--- config.mk ---
export PLATFORM = sky130hd
export DESIGN_NAME = pc_seq_ctrl
export DESIGN_NICKNAME = d
export VERILOG_FILES = /design/src/rtl/pc_seq_ctrl.sv
export SDC_FILE = /design/constraint.sdc
export NUM_CORES = 1
export LEC_CHECK = 0
export ABC_CLOCK_PERIOD_IN_PS = 4900
export CORE_ASPECT_RATIO = 1.5
export CORE_MARGIN = 3
export CORE_UTILIZATION = 39
export CTS_CLUSTER_DIAMETER = 50
export DETAILED_ROUTE_END_ITERATION = 10
export MAX_ROUTING_LAYER = met4
export PLACE_DENSITY_LB_ADDON = 0.3
export SYNTH_ARGS = -nofsm -noshare
export SYNTH_HDL_FRONTEND = slang
export SYNTH_SLANG_ARGS = --single-unit
--- constraint.sdc ---
create_clock -name clk -period 4.9 [get_ports clk]
set_clock_uncertainty 0.15 [all_clocks]
set_input_delay 0.98 -clock clk [delete_from_list [all_inputs] [get_ports clk]]
set_output_delay 0.98 -clock clk [all_outputs]
set_load 0.1 [all_outputs]
--- src/rtl/pc_seq_ctrl.sv ---
// pc_seq_ctrl: multi-cycle FETCH/INC/EXEC sequencer that drives PC load enable and ALU operand selects.
// Interrupt entry (irq/irq_ack ports, IRQ state) is compiled in only when PC_SEQ_IRQ_EN is defined.
module pc_seq_ctrl #(
    parameter logic [15:0] IRQ_VECTOR = 16'h0004,
    parameter logic [3:0]  OPC_BRANCH = 4'hC,
    parameter logic [3:0]  OPC_HALT   = 4'hF
) (
    input  logic        clk,
    input  logic        reset,
`ifdef PC_SEQ_IRQ_EN
    input  logic        irq,
    output logic        irq_ack,
`endif
    input  logic        mem_ack,
    input  logic [15:0] mem_rdata,
    input  logic        branch_taken,
    output logic        mem_req,
    output logic [15:0] ir,
    output logic [1:0]  alu_a_sel,
    output logic [1:0]  alu_b_sel,
    output logic [15:0] imm,
    output logic        pc_en,
    output logic        rf_we,
    output logic        halted,
    output logic [2:0]  state
);
    typedef enum logic [2:0] {
        S_IDLE  = 3'd0,
        S_FETCH = 3'd1,
        S_INC   = 3'd2,
        S_EXEC  = 3'd3,
        S_IRQ   = 3'd4,
        S_HALT  = 3'd7
    } state_t;

    state_t      state_q, state_d;
    logic [15:0] ir_q, ir_d;
    logic        irq_pend;
    logic [3:0]  opc;

`ifdef PC_SEQ_IRQ_EN
    localparam bit IRQ_EN = 1'b1;
    assign irq_pend = irq;
    assign irq_ack  = (state_q == S_IRQ);
`else
    localparam bit IRQ_EN = 1'b0;
    assign irq_pend = 1'b0;
`endif

    assign opc   = ir_q[15:12];
    assign ir    = ir_q;
    assign state = state_q;
    assign imm   = (IRQ_EN && state_q == S_IRQ) ? IRQ_VECTOR : {{8{ir_q[7]}}, ir_q[7:0]};

    always_ff @(posedge clk or negedge reset) begin
        if (!reset) begin
            state_q <= S_IDLE;
            ir_q    <= '0;
        end else begin
            state_q <= state_d;
            ir_q    <= ir_d;
        end
    end

    // irq is only looked at when leaving IDLE or EXEC, so an instruction is never split.
    always_comb begin
        state_d   = S_IDLE;
        ir_d      = ir_q;
        mem_req   = 1'b0;
        alu_a_sel = 2'd0;
        alu_b_sel = 2'd0;
        pc_en     = 1'b0;
        rf_we     = 1'b0;
        halted    = 1'b0;
        case (state_q)
            S_IDLE:  state_d = irq_pend ? S_IRQ : S_FETCH;
            S_FETCH: begin
                mem_req = 1'b1;
                ir_d    = mem_ack ? mem_rdata : ir_q;
                state_d = mem_ack ? S_INC : S_FETCH;
            end
            S_INC: begin
                alu_a_sel = 2'd1;
                alu_b_sel = 2'd1;
                pc_en     = 1'b1;
                state_d   = S_EXEC;
            end
            S_EXEC: begin
                if (opc == OPC_BRANCH) begin
                    alu_a_sel = 2'd1;
                    alu_b_sel = 2'd2;
                    pc_en     = branch_taken;
                end else if (opc != OPC_HALT) begin
                    rf_we = 1'b1;
                end
                state_d = (opc == OPC_HALT) ? S_HALT : irq_pend ? S_IRQ : S_FETCH;
            end
            S_IRQ: begin
                if (IRQ_EN) begin
                    alu_a_sel = 2'd2;
                    alu_b_sel = 2'd2;
                    pc_en     = 1'b1;
                    state_d   = S_FETCH;
                end
            end
            S_HALT: begin
                halted  = 1'b1;
                state_d = S_HALT;
            end
            default: state_d = S_IDLE;
        endcase
    end
endmodule
[After elaboration in Yosys (flattened, before gate mapping)]
Index checks and enable logic that the tools add are counted.
Storage, ports and cells
  bits in registers: 19
  bits of input ports: 20
  output and inout port bits: 43
  word-level logic and storage cells: 25
Operators by class
  equality and inequality tests: 7
  multiplexer cells: 14
  reductions and logical operators: 2
Operator list (number)
  case mux 3 bit (5 select lines): 1
  equality test 4 bit (second input constant): 2
  2-to-1 mux 1 bit: 7
  equality test 3 x 2 -> 1 bit (second input constant): 2
  2-to-1 mux 2 bit: 2
  inequality test 4 bit (second input constant): 1
  case mux 1 bit (2 select lines): 2
  case mux 2 bit (2 select lines): 1
  equality test 3 x 1 -> 1 bit (second input constant): 1
  equality test 3 bit (second input constant): 1
  zero test 3 bit: 1
  2-to-1 mux 3 bit: 1
  AND reduction 2 bit: 1

[Longest topological paths before layout]
Gate-level depths: netlist of the first run.
  depth in word-level cells: 4
  mapped depth: 5

[Least setup slack after synthesis of the first run]
No wires, ideal clock.
  kind: reg-to-output
  from: register state_q[1] (netlist: state[1])
  to: output rf_we
  arrival: 3.529 ns
  slack: 0.241 ns
  stages on the path, launching flop included: 4
  buffers on the path: 1
  path through: dfrtp_1 buf_4 nand3_1 nor3b_1
Between the ends
  longest elaborated chain between the ends: 2
RTL lines
  start, declared: RTL line 36  | state_t state_q, state_d;
  start signal, assigned: RTL line 60  | state_q <= state_d;
  equality test 3 x 2 -> 1 bit: RTL line 75  | case (state_q)
  2-to-1 mux 1 bit: RTL line 75
  end, declared: RTL line 23  | output logic rf_we,
No other way between the ends.

[Final worst setup path of the first run]
  from: register state_q[2] (netlist: state[2])
  to: output rf_we
Same word-level chain as after synthesis.

==> qor.yml, run 1 <==
cts_max_path_buffers: 2
io_buffer_count: 61
drv_slew: 0
dr.pass1.iters: 4
vias: 734
dieArea_um2: 3270
drt_iter0_drc: 12
dp_hpwl_um: 1680
ioPinCount: 63
synth-edff-count: 0
holdBufCountCts: 0
avgRoutedWirePerCell_um: 14.3
rsz0062_at_grt: "no"
grt_pass1_vias: 664
synth.area.top_cells: "dfrtp_1 47%, mux2_4 15%, buf_4 13%"
start_util_pct: 41.1
cts-root-buf: "clkbuf_4"
track_usage_pct: 13.7
min_period_ps: 3540
layout_setup_ws_ps: 1360
crit_fanout: 7
dp_slack_ps: 1700
cts_tree: "yes"
ant_nets: 0
worstSetupPathType: "reg -> out"
tightest_slew_ps: 990
layout.nets: 146
vias_per_cell: 4.93
worstPathArrival_ps: 2410
clk_latency_ps: 290
synth_ff_type: "dfrtp_1"
crit_required_ps: 3770
htree_levels: 1
hold_viol: 0
hold_class: "reg -> reg"
setup_tns_ps: 0
grt-ovfl-total: 0
synthToLayoutAreaGrowth_pct: 49.0
maxSlewHeadroom_pct: 33.8
yosysUniqueCellTypes: 21
clkSlewWorstSetupHoldPaths_ps: 110
row_count: 22
status: "finished, final reports clean"
async_flop_share_pct: 100
crit_path_start_kind: "flop"
drive_gt1_share_pct: 20.0
yosys_warnings: 0
dieWidth_um: 47.7
finalCritPeriodShare_pct: 72.3
fmaxAchievable_mhz: 282
synth_top_area_share_pct: 46.7
ys_ff_latch: 19
synth_common_cells: "19 x dfrtp_1, 18 x buf_4, 10 x mux2_4"
core-area_um2: 2480
synth-seq-area-share_pct: 46.7
cp-end-kind: "primary output"
synth_top_area_cell: "dfrtp_1"
place.gp.congestion: 0.743
synth_cells: 80
wirelength_um: 2120
yosysMostFrequentCell: "dfrtp_1"
setup_violations: 0
cts-resized-gates: 0
cts_buffers: 3
synth_area_um2: 1020
cts_setup_buffers: 0
maxCapViolations: 0
drcViolationCount: 0
avgSynthCellArea_um2: 12.7
clock_sinks: 19
rrSetupSlack_ps: 2840
diodes: 0
grt_pass1_wl_um: 3080
syn_nets: 100
dieHeight_um: 68.6
antenna_found_initial: 0
grt_max_degree: 20
-- critical path, cell delays in order (launching register included) --
cell and delay (ps):
dfrtp_1 480, inv_1 160, nand3_1 100, nor3b_1 220, clkdlybuf4s50_1 1160
-- metrics by stage --
stage / std cells / util (%) / hold WS, ps / instance area, µm²
final: 149 / 61.3 / 372 / 1520
after global routing: 149 / 61.3 / 399 / 1520
after CTS: 149 / 61.3 / 378 / 1520
after detailed placement: 145 / 60.2 / 345 / 1490
after global placement: 145 / 60.2 / 347 / 1490
after floorplan: 80 / - / 534 / 1020
-- logic make-up after synthesis --
| group | Yosys count | synth area share [%] |
|---|---|---|
| AO/OA/AOI/OAI | 7 | 4.55 |
| buffers and inverters | 21 | 16.7 |
| flip-flops | 19 | 46.7 |
| multiplexers | 16 | 21.4 |
| other | 1 | 0.368 |
| AND/OR/NAND/NOR | 16 | 10.3 |
-- routing by layer --
layer | up-vias | track usage [%] | part of all wire [%]
met5 | - | - | 0
met4 | 0 | 6.06 | 0.47
met3 | 2 | 1.82 | 5.6
met2 | 28 | 23.7 | 59
met1 | 358 | 14.9 | 34
li1 | 346 | - | -
-- final timing paths --
kind / to / cells after the start / from
max: rf_we / 4 / state[2]$_DFF_PN0_
min: ir[8]$_DFFE_PN0P_ / 1 / ir[8]$_DFFE_PN0P_
max reg2reg: ir[1]$_DFFE_PN0P_ / 3 / state[0]$_DFF_PN0_
min reg2reg: ir[8]$_DFFE_PN0P_ / 1 / ir[8]$_DFFE_PN0P_
max in group asynchronous: ir[11]$_DFFE_PN0P_ / 1 / reset
min in group asynchronous: ir[7]$_DFFE_PN0P_ / 1 / reset
-- state kept, by name, indices dropped and copies added, names as in the netlist --
name	cells
ir	16
state	3
-- cell type report --
cell class,instances,area (µm²)
clock buffer,3,22.5
clock inverter,1,5.00
fill,219,960
inverter,1,3.75
multi-input combinational,40,373
sequential,19,475
tap,24,30.0
timing repair buffer,61,608
-- layout by cell type, fill, tap and decap left out, drive strengths merged --
cell type	n
a21o	2
a21oi	4
a22o	1
buf	1
clkbuf	3
clkdlybuf4s50	60
clkinv	1
conb	1
dfrtp	19
inv	1
mux2	16
nand2	3
nand2b	1
nand3	2
nand4	1
nor2	4
nor3	1
nor3b	3
nor4bb	1
Power of run 1 is left out: the tool's default activity adds up to more than one toggle a clock period on the data nets, which glitch-free logic cannot reach.
==> run 2: changes to the inputs <==
--- a/config.mk
+++ b/config.mk
@@ -5,10 +5,10 @@
 export SDC_FILE = /design/constraint.sdc
 export NUM_CORES = 1
 export LEC_CHECK = 0
-export ABC_CLOCK_PERIOD_IN_PS = 4900
+export ABC_CLOCK_PERIOD_IN_PS = 2800
 export CORE_ASPECT_RATIO = 1.5
 export CORE_MARGIN = 3
-export CORE_UTILIZATION = 39
+export CORE_UTILIZATION = 33
 export CTS_CLUSTER_DIAMETER = 50
 export DETAILED_ROUTE_END_ITERATION = 10
 export MAX_ROUTING_LAYER = met4
==> constraint.sdc (replaced) <==
create_clock -name clk -period 2.8 [get_ports clk]
set_clock_uncertainty 0.15 [all_clocks]
set_input_delay 0.56 -clock clk [delete_from_list [all_inputs] [get_ports clk]]
set_output_delay 0.56 -clock clk [all_outputs]
set_load 0.1 [all_outputs]
==> qor.yml, run 2 (synthesized netlist as in run 1, its figures left out) <==
status: "finished, final reports clean"  # unchanged
ant_nets: 0  # unchanged
maxSlewHeadroom_pct: 45.0  # was 33.8%
hold_class: "reg -> reg"  # unchanged
vias_per_cell: 4.33  # was 4.93
multi_input_area_um2: 437  # was 373 µm²
crit_fanout: 5  # was 7
final_cell_mix: "38 x buf_4, 19 x clkdlybuf4s50_1, 17 x dfrtp_1"  # was 60 x clkdlybuf4s50_1, 19 x dfrtp_1, 10 x mux2_4
cts-root-buf: "clkbuf_8"  # was clkbuf_4
start_util_pct: 34.6  # was 41.1%
grt_pass1_wl_um: 3290  # was 3080 µm
io_buffer_count: 61  # unchanged
clock_sinks: 19  # unchanged
drcViolationCount: 0  # unchanged
tightest_slew_ps: 823  # was 990 ps
setup_tns_ps: 0  # unchanged
drt_iter0_drc: 3  # was 12
fmaxAchievable_mhz: 422
cp-end-kind: "primary output"  # unchanged
ioPinCount: 63  # unchanged
hold_viol: 0  # unchanged
dp_hpwl_um: 1730  # was 1680 µm
finalCritPeriodShare_pct: 84.6
worstPathArrival_ps: 1660  # was 2410 ps
row_count: 24  # was 22
setup_violations: 0  # unchanged
dieWidth_um: 51.4  # was 47.7 µm
min_period_ps: 2370
worstReg2RegStart: "state[0]$_DFF_PN0_"  # unchanged
crit_start: "ir[12]$_DFFE_PN0P_"  # was state[2]$_DFF_PN0_
rsz0062_at_grt: "no"  # unchanged
cts_max_path_buffers: 2  # unchanged
holdBufCountCts: 0  # unchanged
grt_max_degree: 20  # unchanged
grt_pass1_vias: 667  # was 664
grt_use_met1_pct: 13.6  # was 14.9%
dieArea_um2: 3800  # was 3270 µm²
drive_gt1_share_pct: 60.3  # was 20.0%
antenna_found_initial: 0  # unchanged
avgRoutedWirePerCell_um: 13.0  # was 14.3 µm
layout.nets: 147  # was 146
grtUsageMet3_pct: 1.80  # was 1.82%
largest_reg_flops: 16  # unchanged
dr.pass1.iters: 2  # was 4
vias: 714  # was 734
crit_path_start_kind: "flop"  # unchanged
htree_levels: 1  # unchanged
nFillCells: 277  # was 219
cts_setup_buffers: 0  # unchanged
clkSlewWorstSetupHoldPaths_ps: 70  # was 110 ps
cts_buffers: 3  # unchanged
place.gp.congestion: 0.684  # was 0.743
mostFrequentLayoutCell: "buf_4"  # was clkdlybuf4s50_1
synthToLayoutAreaGrowth_pct: 55.9  # was 49.0%
grt-ovfl-total: 0  # unchanged
cts_tree: "yes"  # unchanged
wirelength_um: 2150  # was 2120 µm
core-area_um2: 2940  # was 2480 µm²
ff_latch_area_um2: 478  # was 475 µm²
track_usage_pct: 11.7  # was 13.7%
use_met2_pct: 20.4  # was 23.7%
cts-resized-gates: 0  # unchanged
drv_slew: 0  # unchanged
maxCapViolations: 0  # unchanged
top_usage_layer: "met2"  # unchanged
clk_latency_ps: 240  # was 290 ps
worstSetupPathType: "reg -> out"  # unchanged
diodes: 0  # unchanged
hp-start: "ir[8]$_DFFE_PN0P_"  # unchanged
crit_required_ps: 2090  # was 3770 ps
dieHeight_um: 74.0  # was 68.6 µm
## run 2: cell types whose count changed in the layout (fill, tap and decap cells not counted), sizes merged
cell           before  now
buf                 1   43
clkinv              1    0
clkdlybuf4s50      60   19
clkbuf              3    4
## run 2: cell type report
| cell class | count | area share, % |
|---|---|---|
| multi-input cells | 40 | 27.5 |
| flip-flops and latches | 19 | 30.1 |
| clock buffers | 4 | 2.84 |
| repair buffers | 62 | 36.2 |
| well taps | 39 | 3.07 |
| inverters | 1 | 0.236 |
## run 2: layer usage
layer	share of wire [%]	vias up
li1	-	347
met1	36	340
met2	58	25
met3	5.0	2
met4	0.65	0
met5	0	-
## run 2: worst max-delay path, cell delays in order, from the launching register on
cell	delay (ps)
dfrtp_1	430
nor4bb_2	460
nand2_1	170
a21oi_4	170
buf_12	190
## run 2: worst paths after layout
path / to / slack, ps / depth (start not counted)
worst max-delay path: pc_en / 430 / 4
worst min-delay path: ir[8]$_DFFE_PN0P_ / 370 / 1
worst max register to register: ir[3]$_DFFE_PN0P_ / 990 / 4
worst min register to register: ir[8]$_DFFE_PN0P_ / 370 / 1
max in group asynchronous: ir[15]$_DFFE_PN0P_ / 1300 / 1
min in group asynchronous: ir[4]$_DFFE_PN0P_ / 640 / 1
## run 2: stage by stage
stage                     util (%)  instances  instance area (µm²)  hold WS, ps  worst slack [ps]
final                         54.0        165                 1590          370               430
after global routing          54.0        165                 1590          392               272
after CTS                     54.0        165                 1590          373               393
after detailed placement      52.4        161                 1540          347               582
after global placement        52.4        161                 1540          356               602
after floorplan                  -         80                 1080          114              -157
Power of run 2 is left out for the same reason.
==> run 3: changes to the inputs <==
--- a/config.mk
+++ b/config.mk
@@ -5,10 +5,10 @@
 export SDC_FILE = /design/constraint.sdc
 export NUM_CORES = 1
 export LEC_CHECK = 0
-export ABC_CLOCK_PERIOD_IN_PS = 2800
+export ABC_CLOCK_PERIOD_IN_PS = 2450
 export CORE_ASPECT_RATIO = 1.5
 export CORE_MARGIN = 3
-export CORE_UTILIZATION = 33
+export CORE_UTILIZATION = 36
 export CTS_CLUSTER_DIAMETER = 50
 export DETAILED_ROUTE_END_ITERATION = 10
 export MAX_ROUTING_LAYER = met4
==> constraint.sdc (replaced) <==
create_clock -name clk -period 2.45 [get_ports clk]
set_clock_uncertainty 0.15 [all_clocks]
set_input_delay 0.49 -clock clk [delete_from_list [all_inputs] [get_ports clk]]
set_output_delay 0.49 -clock clk [all_outputs]
set_load 0.1 [all_outputs]
==> qor.yml, run 3 (synthesized netlist as in run 1, its figures left out) <==
htree_levels: 1  # unchanged
clkSlewWorstSetupHoldPaths_ps: 70  # about the same
clock_sinks: 19  # unchanged
cp-end-kind: "primary output"  # unchanged
cts_buffers: 3  # unchanged
drt-met1-wl_um: 778  # was 784 µm
dr.pass1.iters: 2  # unchanged
r2r_cells: 3  # was 4
final_area_um2: 1650  # was 1590 µm²
io_buffer_count: 61  # unchanged
grt-ovfl-total: 0  # unchanged
routed.top_layer: "met4"  # unchanged
layout.nets: 149  # was 147
grt_max_degree: 13  # was 20
dieHeight_um: 71.1  # was 74.0 µm
synthToLayoutAreaGrowth_pct: 62.4  # was 55.9%
vias_per_cell: 4.42  # was 4.33
dp_hpwl_um: 1780  # was 1730 µm
cts-resized-gates: 0  # unchanged
cpMaxStageDelayCell: "dfrtp_2"  # was nor4bb_2
drt_iter0_drc: 1  # was 3
ant_nets: 0  # unchanged
cts_max_path_buffers: 2  # unchanged
final_cell_mix: "38 x buf_4, 19 x clkdlybuf4s50_1, 12 x dfrtp_1"  # was 38 x buf_4, 19 x clkdlybuf4s50_1, 17 x dfrtp_1
worstSetupPathType: "reg -> out"  # unchanged
multi_input_area_um2: 445  # was 437 µm²
slowest_delay_ps: 440  # was 460 ps
avgRoutedWirePerCell_um: 12.8  # was 13.0 µm
placed_cells_incl_taps: 161  # unchanged
maxCapViolations: 0  # unchanged
dp_slack_ps: 395  # was 582 ps
antenna_found_initial: 0  # unchanged
dieArea_um2: 3520  # was 3800 µm²
hold_class: "in -> async"  # was reg -> reg
grt_pass1_wl_um: 3520  # was 3290 µm
track_usage_pct: 13.3  # was 11.7%
status: "finished, final reports clean"  # unchanged
crit_required_ps: 1810  # was 2090 ps
crit_start: "ir[12]$_DFFE_PN0P_"  # unchanged
dieWidth_um: 49.4  # was 51.4 µm
place.gp.congestion: 0.719  # was 0.684
cpLargestDelayFamily: "simple AND/OR/NAND/NOR gates"  # unchanged
grt_pass1_vias: 771  # was 667
final_util_pct: 61.8  # was 54.0%
cp_cell_sequence: "nor4bb_4 > nand2_1 > a21oi_4 > buf_12"  # was nor4bb_2 > nand2_1 > a21oi_4 > buf_12
ff_latch_area_um2: 497  # was 478 µm²
rsz0062_at_grt: "no"  # unchanged
setup_violations: 0  # unchanged
drcViolationCount: 0  # unchanged
dr_wl_met3_um: 121  # was 108 µm
holdBufCountCts: 0  # unchanged
crit_buf_inv: 1  # unchanged
wirelength_um: 2110  # was 2150 µm
start_util_pct: 38.1  # was 34.6%
largest_reg_flops: 16  # unchanged
row_count: 23  # was 24
min_period_ps: 2190
clk_latency_ps: 250  # was 240 ps
finalCritPeriodShare_pct: 89.3
fmaxAchievable_mhz: 457
core-area_um2: 2680  # was 2940 µm²
hold_viol: 0  # unchanged
ioPinCount: 63  # unchanged
mostFrequentLayoutCell: "buf_4"  # unchanged
placed_area_um2: 1610  # was 1540 µm²
cp.depth: 4  # unchanged
worstReg2RegStart: "state[2]$_DFF_PN0_"  # was state[0]$_DFF_PN0_
drive_gt1_share_pct: 66.4  # was 60.3%
cts-root-buf: "clkbuf_8"  # unchanged
crit_fanout: 5  # unchanged
vias: 729  # was 714
cts_tree: "yes"  # unchanged
layoutNonFillerInstCount: 165  # unchanged
worstPathArrival_ps: 1550  # was 1660 ps
wl_met2_um: 1170  # was 1250 µm
drv_slew: 0  # unchanged
crit_path_start_kind: "flop"  # unchanged
layout_setup_ws_ps: 261  # was 430 ps
nFillCells: 222  # was 277
cts_setup_buffers: 0  # unchanged
diodes: 0  # unchanged
[run 3: changes by cell type in the layout (fill, tap and decap cells not counted), sizes merged]
cell	previous run	this run
clkinv	0	1
buf	43	45
clkbuf	4	3
[run 3: worst reg2reg max path, delay by kind of cell (launching register included)]
| family | cells | cell delay, ps |
|---|---|---|
| buf+inv | 1 | 250 |
| simple gates | 1 | 220 |
| flops | 1 | 540 |
| mux | 1 | 320 |
[run 3: through the flow]
step	TNS (ps)	hold WS, ps
4_1_cts	0	357
3_3_place_gp	0	356
3_5_place_dp	0	346
5_1_grt	0	373
2_1_floorplan	-7.89	44.4
6_report	0	358
[run 3: layout make-up]
type                            instances  area share, %
Clock inverter                          1          0.303
Inverter                                1          0.227
Sequential cell                        19           30.0
Timing Repair Buffer                   64           37.2
Clock buffer                            3           2.50
Multi-Input combinational cell         40           26.9
Tap cell                               37           2.80
[run 3: path summary, 6_finish.rpt]
kind,slack (ps),end
setup / recovery,260,pc_en
hold reg to reg,370,ir[11]$_DFFE_PN0P_
max in group asynchronous,1290,ir[15]$_DFFE_PN0P_
min in group clk,370,ir[11]$_DFFE_PN0P_
setup reg to reg,870,ir[6]$_DFFE_PN0P_
hold / removal,360,ir[5]$_DFFE_PN0P_
[run 3: layer usage]
metal  vias to the layer above  global-route usage, %
li1                        349                      -
met1                       346                   13.7
met2                        30                   23.4
met3                         4                   2.95
met4                         0                   6.46
met5                         -                      -
Power of run 3 is left out for the same reason.
